**config.mk**
```make
export PLATFORM = sky130hd
export DESIGN_NAME = i_ap_err_corrector
export DESIGN_NICKNAME = d
export VERILOG_FILES = /design/src/rtl/i_ap_err_corrector.sv
export SDC_FILE = /design/constraint.sdc
export NUM_CORES = 1
export LEC_CHECK = 0
export CAP_MARGIN = 20
export CORE_MARGIN = 2
export CORE_UTILIZATION = 35
export DETAILED_ROUTE_END_ITERATION = 16
export SLEW_MARGIN = 20
export SYNTH_ARGS = -nofsm -noshare
export SYNTH_HDL_FRONTEND = slang
export SYNTH_SLANG_ARGS = --single-unit
export TNS_END_PERCENT = 1
```
**constraint.sdc**
```tcl
create_clock -name clk -period 2.9 [get_ports clk]
set_input_delay 0.87 -clock clk [delete_from_list [all_inputs] [get_ports clk]]
set_output_delay 0.87 -clock clk [all_outputs]
set_load 0.02 [all_outputs]
```
**src/rtl/i_ap_err_corrector.sv**
```systemverilog
// Exact-sum rebuilder for the segmented approximate adder: finds each dropped
// inter-segment carry and patches the approximate sum one segment per cycle.
module i_ap_err_corrector #(
    parameter int WIDTH = 16,
    parameter int BASE  = 4,
    parameter int SEG   = 2,
    localparam int NSEG = (WIDTH - BASE) / SEG
) (
    input  logic             clk,
    input  logic             rst,
    input  logic             in_valid,
    output logic             in_ready,
    input  logic [WIDTH-1:0] A,
    input  logic [WIDTH-1:0] B,
    input  logic [WIDTH-1:0] SUM_AP,
    output logic             out_valid,
    input  logic             out_ready,
    output logic [WIDTH-1:0] SUM,
    output logic             COUT,
    output logic [NSEG-1:0]  ERR_MASK,
    output logic [2:0]       ERR_CNT
);

    localparam int J0 = BASE - SEG;
    localparam int PW = $clog2(WIDTH) + 1;
    localparam int KW = (NSEG > 1) ? $clog2(NSEG) : 1;

    typedef enum logic [1:0] {
        IDLE = 2'd0,
        SCAN = 2'd1,
        DONE = 2'd2
    } state_t;

    state_t state, state_nx;

    logic [WIDTH-1:0] a_r, b_r;
    logic             carry;
    logic [KW-1:0]    idx;

    logic [PW-1:0]    wpos, spos;
    logic [SEG-1:0]   wa, wb, ta, tb, seg_fix;
    logic [SEG:0]     wsum, tsum;
    logic             g, p, err, c_nx, cout_nx, last;
    logic [J0:0]      c0sum;

    always_ff @(posedge clk) begin
        if (rst) state <= IDLE;
        else     state <= state_nx;
    end

    always_comb begin
        state_nx  = state;
        in_ready  = 1'b0;
        out_valid = 1'b0;
        unique case (state)
            IDLE: begin
                in_ready = 1'b1;
                if (in_valid) state_nx = SCAN;
            end
            SCAN: begin
                if (last) state_nx = DONE;
            end
            DONE: begin
                out_valid = 1'b1;
                if (out_ready) state_nx = IDLE;
            end
            default: state_nx = IDLE;
        endcase
    end

    // Window for segment idx+1 sits just below it; segment starts at spos.
    always_comb begin
        wpos    = PW'(J0) + PW'(SEG) * PW'(idx);
        spos    = wpos + PW'(SEG);
        wa      = a_r[wpos +: SEG];
        wb      = b_r[wpos +: SEG];
        wsum    = {1'b0, wa} + {1'b0, wb};
        g       = wsum[SEG];
        p       = &(wa ^ wb);
        err     = p & ~g & carry;
        c_nx    = g | (p & carry);
        seg_fix = SUM[spos +: SEG] + SEG'(err);
        ta      = a_r[WIDTH-1 -: SEG];
        tb      = b_r[WIDTH-1 -: SEG];
        tsum    = {1'b0, ta} + {1'b0, tb};
        cout_nx = tsum[SEG] | ((&(ta ^ tb)) & c_nx);
        last    = (idx == KW'(NSEG - 1));
        c0sum   = {1'b0, A[J0-1:0]} + {1'b0, B[J0-1:0]};
    end

    always_ff @(posedge clk) begin
        if (rst) begin
            a_r      <= '0;
            b_r      <= '0;
            carry    <= 1'b0;
            idx      <= '0;
            SUM      <= '0;
            COUT     <= 1'b0;
            ERR_MASK <= '0;
            ERR_CNT  <= '0;
        end else begin
            unique case (state)
                IDLE: begin
                    if (in_valid) begin
                        a_r      <= A;
                        b_r      <= B;
                        SUM      <= SUM_AP;
                        carry    <= c0sum[J0];
                        idx      <= '0;
                        COUT     <= 1'b0;
                        ERR_MASK <= '0;
                        ERR_CNT  <= '0;
                    end
                end
                SCAN: begin
                    SUM[spos +: SEG] <= seg_fix;
                    ERR_MASK[idx]    <= err;
                    ERR_CNT          <= ERR_CNT + 3'(err);
                    carry            <= c_nx;
                    idx              <= idx + KW'(1);
                    if (last) COUT <= cout_nx;
                end
                default: ;
            endcase
        end
    end

endmodule

```
==> flow_summary.json, run 1 <==
{
  "outcome": "complete, no violations",
  "end_kind": "flip-flop",
  "die_y_um": 99.25,
  "ys_seq_elements": 60,
  "place_worst_setup_slack_ns": -0.002812,
  "drive_above_1_share_pct": 10.26,
  "cts_tree": "yes",
  "rsz0062_at_grt": "no",
  "internal_power_mw": 1.603,
  "gp_congestion": 0.8635,
  "fmax_mhz": 378.1,
  "grt_pass1_wl_um": 14600,
  "wire_per_inst_um": 15.59,
  "cts_setup_buffers": 0,
  "ys.flop_type": "dfxtp_1",
  "vias_per_cell": 5.332,
  "skew_ns": 0.009256,
  "dp_cells": 560,
  "finalSetupViolations": 0,
  "met3WireLength_um": 456,
  "initial_core_util_pct": 36.24,
  "synth-async-reset-ratio_pct": 0,
  "portBuffers": 79,
  "finalHoldViolCount": 0,
  "yosysTopAreaCellShare_pct": 37.83,
  "numCtsBuffers": 9,
  "cts_hold_buf": 0,
  "synth.most_common_cell": "nand2_1",
  "p_total_mw": 2.163,
  "drtIter0Drc": 95,
  "grt_overflow": 0,
  "ir_drop_uv": 227.1,
  "grt_use_total_pct": 18.52,
  "die_w_um": 99.25,
  "netlist_area_um2": 3176,
  "p_comb_share_pct": 17.3,
  "fin_crit_sh_pct": 91.21,
  "syn_area_per_cell_um2": 8.227,
  "syn_to_final_growth_pct": 37.31,
  "ys_warn_count": 0,
  "route.met2.wl_um": 4444,
  "hpwl_um": 6503,
  "route.detailed.drc": 0,
  "cp_max_fo": 10,
  "pwr-share-clk_pct": 41.3,
  "slew_violations": 0,
  "slew_headroom_pct": 60.04,
  "yosysTopAreaCell": "dfxtp_1",
  "cts_buffer_depth": 2,
  "antenna_found_initial": 0,
  "synth_cell_types": 41,
  "leakage_nw": 1.649,
  "synth_common_cells": "81 x nand2_1, 60 x dfxtp_1, 51 x a21oi_1, 22 x nor2_1, 21 x nand3_1",
  "wl_met1_um": 3940,
  "finalNonFillerCells": 576,
  "diodes": 0,
  "netlist_instances": 386,
  "clock-root-buffer": "clkbuf_8",
  "top_layer": "met4",
  "vias": 3071,
  "antenna_left": 0,
  "fp.coreArea_um2": 8763,
  "cp-start-kind": "flip-flop",
  "hold_class": "flip-flop to flip-flop",
  "synth_area_leaders": "dfxtp_1 38%, nand2_1 9.6%, a21oi_1 8.0%",
  "whs_ns": 0.4555,
  "max-cap-violations": 0,
  "pwr-share-seq_pct": 41.5,
  "tightestPinTransition_ns": 0.5994,
  "fin_nets": 534,
  "period_minus_slack_ns": 2.645,
  "path_class": "flip-flop to flip-flop",
  "syn_nets": 457,
  "dr.pass1.iters": 4,
  "crit_required_ns": 3.15,
  "cp.arrival_ns": 2.89,
  "power.net_switching_mw": 0.5595,
  "worst_slack_ns": 0.2549,
  "cts.clk_slew.worst_paths_ns": 0.07,
  "wirelength_um": 8977,
  "io_pins": 80,
  "tns_ns": 0,
  "synth_edf_count": 0,
  "powerDensity_nw_per_um2": 496.0,
  "clk_latency_ns": 0.34,
  "num_rows": 34,
  "ys_seq_area_share_pct": 37.83,
  "h-tree-depth": 3,
  "grt_pass1_vias": 3051,
  "grt_max_degree": 57,
  "cts.sink_count": 60,
  "swShare_pct": 25.87,
  "dieArea_um2": 9851
}
## cell type report
cell class | instances | area [um^2]
clock buffer | 12 | 165.2
clock inverter | 4 | 70.07
fill | 842 | 4403
inverter | 4 | 15.01
multi-input combinational | 296 | 1849
sequential | 60 | 1205
tap | 108 | 135.1
timing repair buffer | 92 | 920.9
## cell usage in the layout, fill, tap and decap left out, types with 5 or more instances in the layout
cell type / count
buf_4: 10
clkdlybuf4s50_1: 78
a31oi_1: 5
a21oi_1: 51
ha_1: 18
and3_1: 10
nand2_1: 81
dfxtp_1: 59
a211oi_1: 5
o21ai_0: 10
mux2i_1: 5
mux4_2: 8
nand3_1: 21
and2_1: 5
nor3_1: 5
a221oi_1: 5
nand4_1: 8
clkbuf_8: 12
nor2_1: 20
## repair_timing
| action | CTS | global route |
|---|---|---|
| pin swaps | 0 | 0 |
| hold endpoints to repair | 0 | 0 |
| setup endpoints to repair | 1 | 2 |
| resized for setup | 1 | 3 |
## cells by family after synthesis
logic type                 count (synthesis)  synth area share (%)
and+or+nand+nor                          167                 24.15
AOI/OAI and AO/OA                         91                 17.14
DFF                                       60                 37.82
buffers and inverters                     30                 4.176
adders and majority gates                 19                 7.486
muxes                                     14                 7.604
xor gates and xnor gates                   5                 1.616
## per-stage QoR
| step | utilization [%] | cell area, um^2 |
|---|---|---|
| 6_report | 49.76 | 4360 |
| 5_1_grt | 49.76 | 4360 |
| 4_1_cts | 49.67 | 4353 |
| 3_5_place_dp | 46.97 | 4116 |
| 3_3_place_gp | 46.97 | 4116 |
| 2_1_floorplan | - | 3178 |
## layer usage
metal | up-vias | track usage [%]
li1 | 1533 | -
met1 | 1444 | 22.18
met2 | 79 | 32.28
met3 | 15 | 4.287
met4 | 0 | 6.955
met5 | - | 0
## worst max-delay path, cell delays in order (launching register included)
cell and delay [ns]:
dfxtp_4 0.43, mux4_2 0.51, nand2_1 0.07, o21ai_0 0.10, ha_1 0.32, nand4b_1 0.10
nor2_2 0.21, ha_2 0.27, and2_1 0.15, o21ai_0 0.09, a221oi_1 0.30
## path summary, 6_finish.rpt
| check | from | to | slack (ns) | cells past startpoint |
|---|---|---|---|---|
| worst min-delay path | a_r[5] | a_r[5] | 0.46 | 2 |
| worst max register to register | idx[0] | SUM[4] | 0.25 | 10 |
| worst min register to register | a_r[5] | a_r[5] | 0.46 | 2 |
| worst max-delay path | idx[0] | SUM[4] | 0.25 | 10 |
## power groups by stage
stage	clock network, mW	logic (mW)	registers, mW
2_1_floorplan	0	0.196	0.922
3_3_place_gp	0	0.369	0.915
3_5_place_dp	0	0.374	0.916
4_1_cts	0.903	0.375	0.898
5_1_grt	0.941	0.409	0.902
6_report	0.893	0.373	0.897
## flip-flops by register name (all words and copies together) (netlist names)
| signal | cells |
|---|---|
| a_r | 14 |
| SUM | 16 |
| state | 2 |
| carry | 1 |
| ERR_MASK | 6 |
| COUT | 1 |
| b_r | 14 |
| ERR_CNT | 3 |
| idx | 3 |
Power figures use the tool's default switching activity.
==> inputs of run 2 (changes only) <==
- PLACE_DENSITY: default -> 0.73
==> run 2 against run 1 <==
Net effect:
- via count grew 1.4%
- clock skew down 0.0017 ns
- wire length is 0.26% lower
- hold slack gained 0.0037 ns
- first-iteration DRC count rose by 75%
- cell count grew 0.87%
- non-clock buffer count grew 5
- utilization fell by 0.37 points
- count of clock-buffer cells in the layout grew 4
- die area is the same
- sequential share of layout area grew 0.12 points
- largest power group unchanged
- power shrank 6.7%
==> flow_summary.json, run 2 (synthesis results as in run 1) <==
{
  "outcome": "complete, no violations",
  "r2r-start": "idx[0]",
  "clock-root-buffer": "clkbuf_8",
  "grt_use_total_pct": 18.40,
  "wirelength_um": 8954,
  "period_minus_slack_ns": 2.690,
  "end_kind": "flip-flop",
  "holdCritStartpoint": "a_r[7]",
  "num_rows": 34,
  "largest_reg_flops": 16,
  "slew_violations": 0,
  "gp_congestion": 0.9598,
  "slew_headroom_pct": 64.82,
  "vias": 3115,
  "whs_ns": 0.4592,
  "path_cells": "buf_6 -> mux4_2 -> nand2_1 -> o21ai_0 -> ha_1 -> nand4b_1 -> nor2_4 -> ha_2 -> and2_1 -> o21ai_0 -> a221oi_1",
  "vias_per_cell": 5.361,
  "r2r_slack_ns": 0.21,
  "skew_ns": 0.007530,
  "ir_drop_uv": 201.2,
  "critPathMaxStageDelay_ns": 0.50,
  "slowest_stage": "mux4_2",
  "drive_above_1_share_pct": 10.36,
  "grt_max_degree": 45,
  "cp-start-kind": "flip-flop",
  "hold_class": "flip-flop to flip-flop",
  "antenna_left": 0,
  "grt_pass1_vias": 3074,
  "diodes": 0,
  "h-tree-depth": 3,
  "cts_buffer_depth": 2,
  "antenna_found_initial": 0,
  "drtIter0Drc": 166,
  "route.detailed.drc": 0,
  "dieArea_um2": 9851,
  "fin_crit_sh_pct": 92.76,
  "mostFrequentLayoutCell": "nand2_1",
  "layout_common_cells": "81 x nand2_1, 78 x clkdlybuf4s50_1, 60 x dfxtp_1, 51 x a21oi_1",
  "grt_pass1_wl_um": 14610,
  "grt_overflow": 0,
  "fp.coreArea_um2": 8763,
  "cpMostUsedCell": "o21ai_0",
  "finalHoldViolCount": 0,
  "wire_per_inst_um": 15.41,
  "cts.sink_count": 60,
  "initial_core_util_pct": 36.24,
  "cp.arrival_ns": 2.90,
  "tns_ns": 0,
  "io_pins": 80,
  "rsz0062_at_grt": "no",
  "tightestPinTransition_ns": 0.5266,
  "clk_latency_ns": 0.34,
  "max-cap-violations": 0,
  "dr.pass1.iters": 4,
  "cp_max_fo": 8,
  "hpwl_um": 6731,
  "cts_tree": "yes",
  "cts.clk_slew.worst_paths_ns": 0.07,
  "cp-startpoint": "idx[0]",
  "portBuffers": 79,
  "p_total_mw": 2.018,
  "leakage_nw": 1.645,
  "top_regs": "SUM (16), a_r (14), b_r (14)",
  "numCtsBuffers": 9,
  "die_w_um": 99.25,
  "cts_hold_buf": 0,
  "powerDensity_nw_per_um2": 466.2,
  "path_class": "flip-flop to flip-flop",
  "crit_required_ns": 3.11,
  "fmax_mhz": 371.7,
  "syn_to_final_growth_pct": 36.29,
  "regMostFlops": "SUM",
  "die_y_um": 99.25,
  "fin_nets": 539,
  "finalSetupViolations": 0
}
## run 2: final timing paths
path,endpoint,cells past startpoint
worst min register to register,a_r[7],2
worst max-delay path,SUM[4],11
worst max register to register,SUM[4],11
worst min-delay path,a_r[7],2
## run 2: area by class of cell
type                       instances  area [um^2]
timing repair buffer              97        924.6
multi-input combinational        296         1852
clock buffer                      16        200.2
inverter                           4        15.01
fill                             852         4436
sequential                        60         1201
tap                              108        135.1
## run 2: power by group
group          leakage, nW  switching (mW)  internal (mW)
combinational         1.05           0.188          0.187
clock                0.103           0.317          0.428
sequential           0.491          0.0325          0.865
## run 2: stage by stage
stage | std cells | setup slack [ns] | util [%] | instance area (um^2)
after floorplan | 386 | 0.06099 | - | 3178
after global placement | 565 | 0.2625 | 46.97 | 4116
after detailed placement | 565 | 0.1995 | 46.97 | 4116
after CTS | 581 | 0.1547 | 49.26 | 4317
after global routing | 581 | 0.01004 | 49.39 | 4328
final | 581 | 0.2099 | 49.39 | 4328
## run 2: layer usage
| layer | share of wire (%) | global-route usage, % | wire length (um) | vias to the layer above |
|---|---|---|---|---|
| met5 | 0 | 0 | 0 | - |
| met4 | 1.3 | 6.322 | 119 | 0 |
| met2 | 48 | 30.77 | 4317 | 124 |
| li1 | - | - | - | 1530 |
| met1 | 43 | 23.00 | 3853 | 1449 |
| met3 | 7.4 | 4.849 | 664 | 12 |
## run 2: repair_timing
action	4_1_cts	5_1_grt
setup endpoints to repair	0	4
resized for setup	0	3
setup buffers	0	0
## run 2: critical path, delay by kind of cell (launching register included)
| kind | cells | cell delay, ns |
|---|---|---|
| flops | 1 | 0.35 |
| fa+ha+maj | 2 | 0.64 |
| buf+inv | 1 | 0.15 |
| mux | 1 | 0.50 |
| compound gates | 3 | 0.36 |
| simple gates | 4 | 0.57 |
